<file path="src/rtl/alu_multdiv.sv">
// Registered integer ALU with an iterative signed shift-add multiplier and restoring divider.
// Single-cycle ops complete on the accept edge; MUL/DIV complete WIDTH+1 edges after accept.
module alu_multdiv #(
   parameter int WIDTH   = 32,
   parameter int SHAMT_W = $clog2(WIDTH)
) (
   input  logic               clock,
   input  logic               reset,
   input  logic               in_valid,
   output logic               in_ready,
   input  logic [WIDTH-1:0]   data_operandA,
   input  logic [WIDTH-1:0]   data_operandB,
   input  logic [4:0]         ctrl_ALUopcode,
   input  logic [SHAMT_W-1:0] ctrl_shiftamt,
   output logic               out_valid,
   output logic [WIDTH-1:0]   data_result,
   output logic               isNotEqual,
   output logic               isLessThan,
   output logic               overflow,
   output logic               data_exception
);
   localparam int CNT_W = $clog2(WIDTH + 1);
   localparam logic [4:0] OP_ADD = 5'd0;
   localparam logic [4:0] OP_SUB = 5'd1;
   localparam logic [4:0] OP_AND = 5'd2;
   localparam logic [4:0] OP_OR  = 5'd3;
   localparam logic [4:0] OP_SLL = 5'd4;
   localparam logic [4:0] OP_SRA = 5'd5;
   localparam logic [4:0] OP_MUL = 5'd6;
   localparam logic [4:0] OP_DIV = 5'd7;
   localparam logic [WIDTH-1:0] MIN_VAL = {1'b1, {(WIDTH-1){1'b0}}};

   typedef enum logic {IDLE, BUSY} state_t;
   state_t state, state_next;

   logic [CNT_W-1:0]   count;
   logic [2*WIDTH-1:0] prod, mcand;
   logic [WIDTH-1:0]   shreg, divisor, rem;
   logic               pend_div, pend_neg, pend_ne, pend_lt, pend_dbz, pend_min_ovf;

   logic [WIDTH-1:0]   sum, diff, mag_a, mag_b, alu_res, fix_res, quot_signed;
   logic [SHAMT_W-1:0] shamt;
   logic [WIDTH:0]     rem_shift, rem_sub;
   logic [2*WIDTH-1:0] prod_signed;
   logic add_ovf, sub_ovf, cmp_ne, cmp_lt, alu_ovf, known_op, is_iter, accept, rem_ge;
   logic fix_ovf, fix_exc;

   assign in_ready = (state == IDLE);
   assign accept   = in_valid && in_ready;
   assign is_iter  = (ctrl_ALUopcode == OP_MUL) || (ctrl_ALUopcode == OP_DIV);

   always_comb begin
      sum      = data_operandA + data_operandB;
      diff     = data_operandA - data_operandB;
      add_ovf  = (data_operandA[WIDTH-1] == data_operandB[WIDTH-1]) && (sum[WIDTH-1] != data_operandA[WIDTH-1]);
      sub_ovf  = (data_operandA[WIDTH-1] != data_operandB[WIDTH-1]) && (diff[WIDTH-1] != data_operandA[WIDTH-1]);
      cmp_ne   = (data_operandA != data_operandB);
      cmp_lt   = diff[WIDTH-1] ^ sub_ovf;
      mag_a    = data_operandA[WIDTH-1] ? -data_operandA : data_operandA;
      mag_b    = data_operandB[WIDTH-1] ? -data_operandB : data_operandB;
      shamt    = SHAMT_W'(32'(ctrl_shiftamt) % 32'(WIDTH));
      alu_res  = '0;
      alu_ovf  = 1'b0;
      known_op = 1'b1;
      case (ctrl_ALUopcode)
         OP_ADD: begin alu_res = sum;  alu_ovf = add_ovf; end
         OP_SUB: begin alu_res = diff; alu_ovf = sub_ovf; end
         OP_AND: alu_res = data_operandA & data_operandB;
         OP_OR:  alu_res = data_operandA | data_operandB;
         OP_SLL: alu_res = data_operandA << shamt;
         OP_SRA: alu_res = WIDTH'($signed(data_operandA) >>> shamt);
         OP_MUL, OP_DIV: alu_res = '0;
         default: known_op = 1'b0;
      endcase
   end

   // Restoring-division step: the sign of the trial subtraction decides the quotient bit.
   always_comb begin
      rem_shift   = {rem, shreg[WIDTH-1]};
      rem_sub     = rem_shift - {1'b0, divisor};
      rem_ge      = !rem_sub[WIDTH];
      prod_signed = pend_neg ? -prod : prod;
      quot_signed = pend_neg ? -shreg : shreg;
      fix_res     = prod_signed[WIDTH-1:0];
      fix_ovf     = prod_signed[2*WIDTH-1:WIDTH] != {WIDTH{prod_signed[WIDTH-1]}};
      fix_exc     = 1'b0;
      if (pend_div) begin
         fix_res = pend_dbz ? '0 : quot_signed;
         fix_ovf = pend_min_ovf;
         fix_exc = pend_dbz;
      end
   end

   always_ff @(posedge clock) begin
      if (reset) state <= IDLE;
      else       state <= state_next;
   end

   always_comb begin
      state_next = state;
      case (state)
         IDLE:    if (accept && is_iter) state_next = BUSY;
         BUSY:    if (count == CNT_W'(WIDTH)) state_next = IDLE;
         default: state_next = IDLE;
      endcase
   end

   // Operand capture, iteration and result registers; results hold until the next completion.
   always_ff @(posedge clock) begin
      if (reset) begin
         out_valid      <= 1'b0;
         data_result    <= '0;
         isNotEqual     <= 1'b0;
         isLessThan     <= 1'b0;
         overflow       <= 1'b0;
         data_exception <= 1'b0;
         count          <= '0;
         prod           <= '0;
         mcand          <= '0;
         shreg          <= '0;
         divisor        <= '0;
         rem            <= '0;
         pend_div       <= 1'b0;
         pend_neg       <= 1'b0;
         pend_ne        <= 1'b0;
         pend_lt        <= 1'b0;
         pend_dbz       <= 1'b0;
         pend_min_ovf   <= 1'b0;
      end else begin
         out_valid <= 1'b0;
         if (accept) begin
            if (is_iter) begin
               count        <= '0;
               pend_div     <= (ctrl_ALUopcode == OP_DIV);
               pend_neg     <= data_operandA[WIDTH-1] ^ data_operandB[WIDTH-1];
               pend_ne      <= cmp_ne;
               pend_lt      <= cmp_lt;
               pend_dbz     <= (ctrl_ALUopcode == OP_DIV) && (data_operandB == '0);
               pend_min_ovf <= (ctrl_ALUopcode == OP_DIV) && (data_operandA == MIN_VAL) && (&data_operandB);
               prod         <= '0;
               mcand        <= {{WIDTH{1'b0}}, mag_a};
               shreg        <= (ctrl_ALUopcode == OP_DIV) ? mag_a : mag_b;
               divisor      <= mag_b;
               rem          <= '0;
            end else begin
               out_valid      <= 1'b1;
               data_result    <= alu_res;
               isNotEqual     <= known_op & cmp_ne;
               isLessThan     <= known_op & cmp_lt;
               overflow       <= alu_ovf;
               data_exception <= 1'b0;
            end
         end else if (state == BUSY) begin
            if (count == CNT_W'(WIDTH)) begin
               out_valid      <= 1'b1;
               data_result    <= fix_res;
               isNotEqual     <= pend_ne;
               isLessThan     <= pend_lt;
               overflow       <= fix_ovf;
               data_exception <= fix_exc;
            end else begin
               count <= count + 1'b1;
               if (pend_div) begin
                  shreg <= {shreg[WIDTH-2:0], rem_ge};
                  rem   <= rem_ge ? rem_sub[WIDTH-1:0] : rem_shift[WIDTH-1:0];
               end else begin
                  if (shreg[0]) prod <= prod + mcand;
                  mcand <= mcand << 1;
                  shreg <= shreg >> 1;
               end
            end
         end
      end
   end
endmodule

</file>
<file path="config.mk">
export PLATFORM = sky130hd
export DESIGN_NAME = alu_multdiv
export DESIGN_NICKNAME = d
export VERILOG_FILES = /design/src/rtl/alu_multdiv.sv
export SDC_FILE = /design/constraint.sdc
export NUM_CORES = 2
export LEC_CHECK = 0
export ABC_AREA = 0
export CAP_MARGIN = 15
export CORE_MARGIN = 1
export CORE_UTILIZATION = 40
export DETAILED_ROUTE_END_ITERATION = 10
export PLACE_DENSITY = 0.63
export SYNTH_ARGS = -nofsm -noshare
export SYNTH_HDL_FRONTEND = slang
export SYNTH_SLANG_ARGS = --single-unit
</file>
<file path="constraint.sdc">
create_clock -name clock -period 4.4 [get_ports clock]
set_input_delay 0.66 -clock clock [delete_from_list [all_inputs] [get_ports clock]]
set_output_delay 0.66 -clock clock [all_outputs]
set_load 0.1 [all_outputs]
</file>
==> out/metrics.cfg <==
[die]
die-width_um=267
start_util=0.407
die_h_um=267
die_area_um2=71200
num_io_pins=115
core_um2=68900
num_rows=96

[critical_path]
cpMostUsedCell=buf_4
crit_arrival_ns=4.74
crit_family=simple AND/OR/NAND/NOR gates
path_max_fanout=5
end_kind=register
cp-start-kind=register
critPathKind=register to register
r2r-end=overflow
regToRegStartpoint=prod[0]
rr_worst_depth=15
cp_cell_sequence=inv_1 > ha_1 > or3b_2 > nor2_1 > buf_4 > and2_1 > nand4b_1 > a32o_1 > a211o_1 > o41ai_1 > o21ai_1 > nor4_2 > buf_4 > a221o_1 > a21oi_1
crit_start=prod[0]
max_stage_delay_ns=0.50
cpMaxStageDelayCell=o41ai_1
cp.required_ns=4.86
path_buf_inv=3
ff2ff_setup_slack_ns=0.12

[global_route]
grt_first_pass_wirelength_um=190000
gr-total-overflow=0
grt_max_degree=84
antenna_found_initial=12
grt_pass1_vias=28300
track_usage=0.356

[min_path]
hold_depth=2
worstHoldStart=divisor[31]
hold_path_class=register to register
hold_path_end=divisor[31]

[synthesis]
synth_top_cell_by_area=dfxtp_1
ys_top_cells_by_area=dfxtp_1 (20%), ha_1 (9.5%), o21ai_0 (5.6%), mux2i_1 (5.4%), nor2_1 (5.4%)
synthesis.nets=4105
synth.top_cell.area_share=0.195
netlist_instances=3811
yosysSeqAreaShare=0.195
avgSynthCellArea_um2=7.36
synth_edf_count=0
yosysMostFrequentCell=nor2_1
ys.warnings.count=0
syn_area_um2=28100
synthArstFlopShare=0
ys_ff_latch=274
synthTopCellsByCount=nor2_1 (402), nand2_1 (340), o21ai_0 (316), a21oi_1 (291), dfxtp_1 (274)
ys_types=84
synth_flop_cell=dfxtp_1

[timing]
timing.final.crit_period_ns=4.28
min_period_over_period=0.973
finalSetupViolCount=0
fin_skew_ns=0.0279
fin_hold_ws_ns=0.458
slew_violations=0
tns_ns=0
hold_viol=0
max_freq_ghz=0.234
maxSlewHeadroom=0.130
fin_ws_ns=0.119
tightest_slew_ns=1.30
rsz0062_at_grt=true

[pwr]
pwr-share-comb=0.341
p_clk_frac=0.341
p_seq_frac=0.319
swShare=0.362
p_per_area_nw_per_um2=238
leakage_nw=14.0
max-vdd-ir-drop_uv=266
power.internal_mw=5.16
p_sw_mw=2.93

[routing]
postRouteAntennaNets=0
routed_wl_um=130000
firstDrtPassIters=7
viasPerCell=6.22
vias=31600
avgRoutedWirePerCell_um=25.7
drtIter0Drc=4404
drc=0

[placement]
dp.cells=5006
placed_cell_area_um2=32700
place.gp.congestion=1.08
port_buffers=114
pre_cts_ws_ns=-1.01
hpwlAfterDp_um=104000

[final_layout]
area_delta_synth_final_pct=20.9
stdcell_area_um2=33900
fin_nets=4409
fin_cells=5073
drive_gt1_frac=0.146

[cts]
clkLatencyLatePin_ns=0.60
clk_path_buf_depth=3
ctsHoldBuffers=0
cts-root-buf=clkbuf_16
numCtsBuffers=30
cts.sinks=274
cts_tree=done
clk_pin_slew_worst_paths_ns=0.07
htreeDepth=1

[run_status]
status=complete, no violations

[run]
maxCapViolations=0

[routing by layer]
layer,GRT usage,vias to the layer above,share of wire
li1,-,14600,-
met4,0.122,10,0.038
met5,0,-,0.00058
met2,0.505,1735,0.40
met3,0.0810,238,0.11
met1,0.521,15000,0.45
[worst reg2reg max path: cells and delay by family (launching register included)]
family          cells  cell delay [ns]
flops               1             0.35
buf+inv             3             0.57
fa+ha+maj           1             0.20
simple gates        5             1.52
compound gates      6             1.50
[cell usage in the layout (no fill, tap or decap), types with 47 or more instances in the layout]
master           Yosys  final
buf_4                0    438
nor2_1             402    399
nand2_1            340    339
o21ai_0            316    312
a21oi_1            291    286
dfxtp_1            274    272
ha_1               212    210
inv_1              166    165
xnor2_1            161    160
mux2i_1            151    151
clkdlybuf4s50_1      0    104
xor2_1              98     98
a211oi_1            96     94
nor3_1              94     92
a22oi_1             77     77
o31ai_1             68     67
a21o_1              54     54
nand3_1             51     51
nand4_1             47     47
[flip-flops by register name, indices dropped and copies added (netlist names), 6 cells and up]
register	count
divisor	32
shreg	32
rem	32
prod	64
mcand	64
data_result	32
count	6
[kinds of logic (layout without fill, tap and decap cells)]
group,count (synthesis),count (layout),synth area share
fa+ha+maj,217,217,0.0981
flops,274,274,0.195
simple gates,1157,1157,0.190
mux,197,197,0.0876
xor+xnor,259,259,0.0808
buf+inv,454,780,0.0609
other cells,0,5,0
compound gates,1253,1253,0.287
[timing repair]
action / in CTS / in global routing
resized for setup: 5 / 22
setup buffers: 2 / 4
pin swaps: 3 / 10
endpoints found under the setup margin: 2 / 3
hold endpoints to repair: 0 / 0
[power groups by stage]
stage / Sequential [mW] / Combinational, mW / Clock, mW
floorplan: 2.75 / 1.31 / 0
global placement: 2.63 / 2.64 / 0
detailed placement: 2.63 / 2.62 / 0
CTS: 2.57 / 2.64 / 2.79
global route: 2.58 / 2.86 / 2.88
finish: 2.58 / 2.76 / 2.76
[cell type report]
type / instances / area [um2]
antenna: 5 / 12.5
clock buffer: 41 / 875
clock inverter: 13 / 170
fill: 6982 / 35000
inverter: 167 / 627
multi-input combinational: 3083 / 21000
sequential: 274 / 5490
tap: 931 / 1160
timing repair buffer: 559 / 4540
[metrics by stage]
stage / power (mW) / utilization
final: 8.09 / 0.492
after global routing: 8.33 / 0.492
after CTS: 8.01 / 0.490
after detailed placement: 5.25 / 0.474
after global placement: 5.27 / 0.474
after floorplan: 4.07 / -
[worst max path at each step]
stage / endpoint / slack (ns) / depth (start not counted)
4_1_cts: data_result[31] / 0.01 / 23
6_report: overflow / 0.12 / 15
5_1_grt: data_result[31] / 0.002 / 24
2_1_floorplan: data_result[31] / 0.01 / 21
3_3_place_gp: data_result[31] / -0.95 / 22
3_5_place_dp: data_result[31] / -1.01 / 22
No activity file was read; power rests on OpenSTA's default activity.
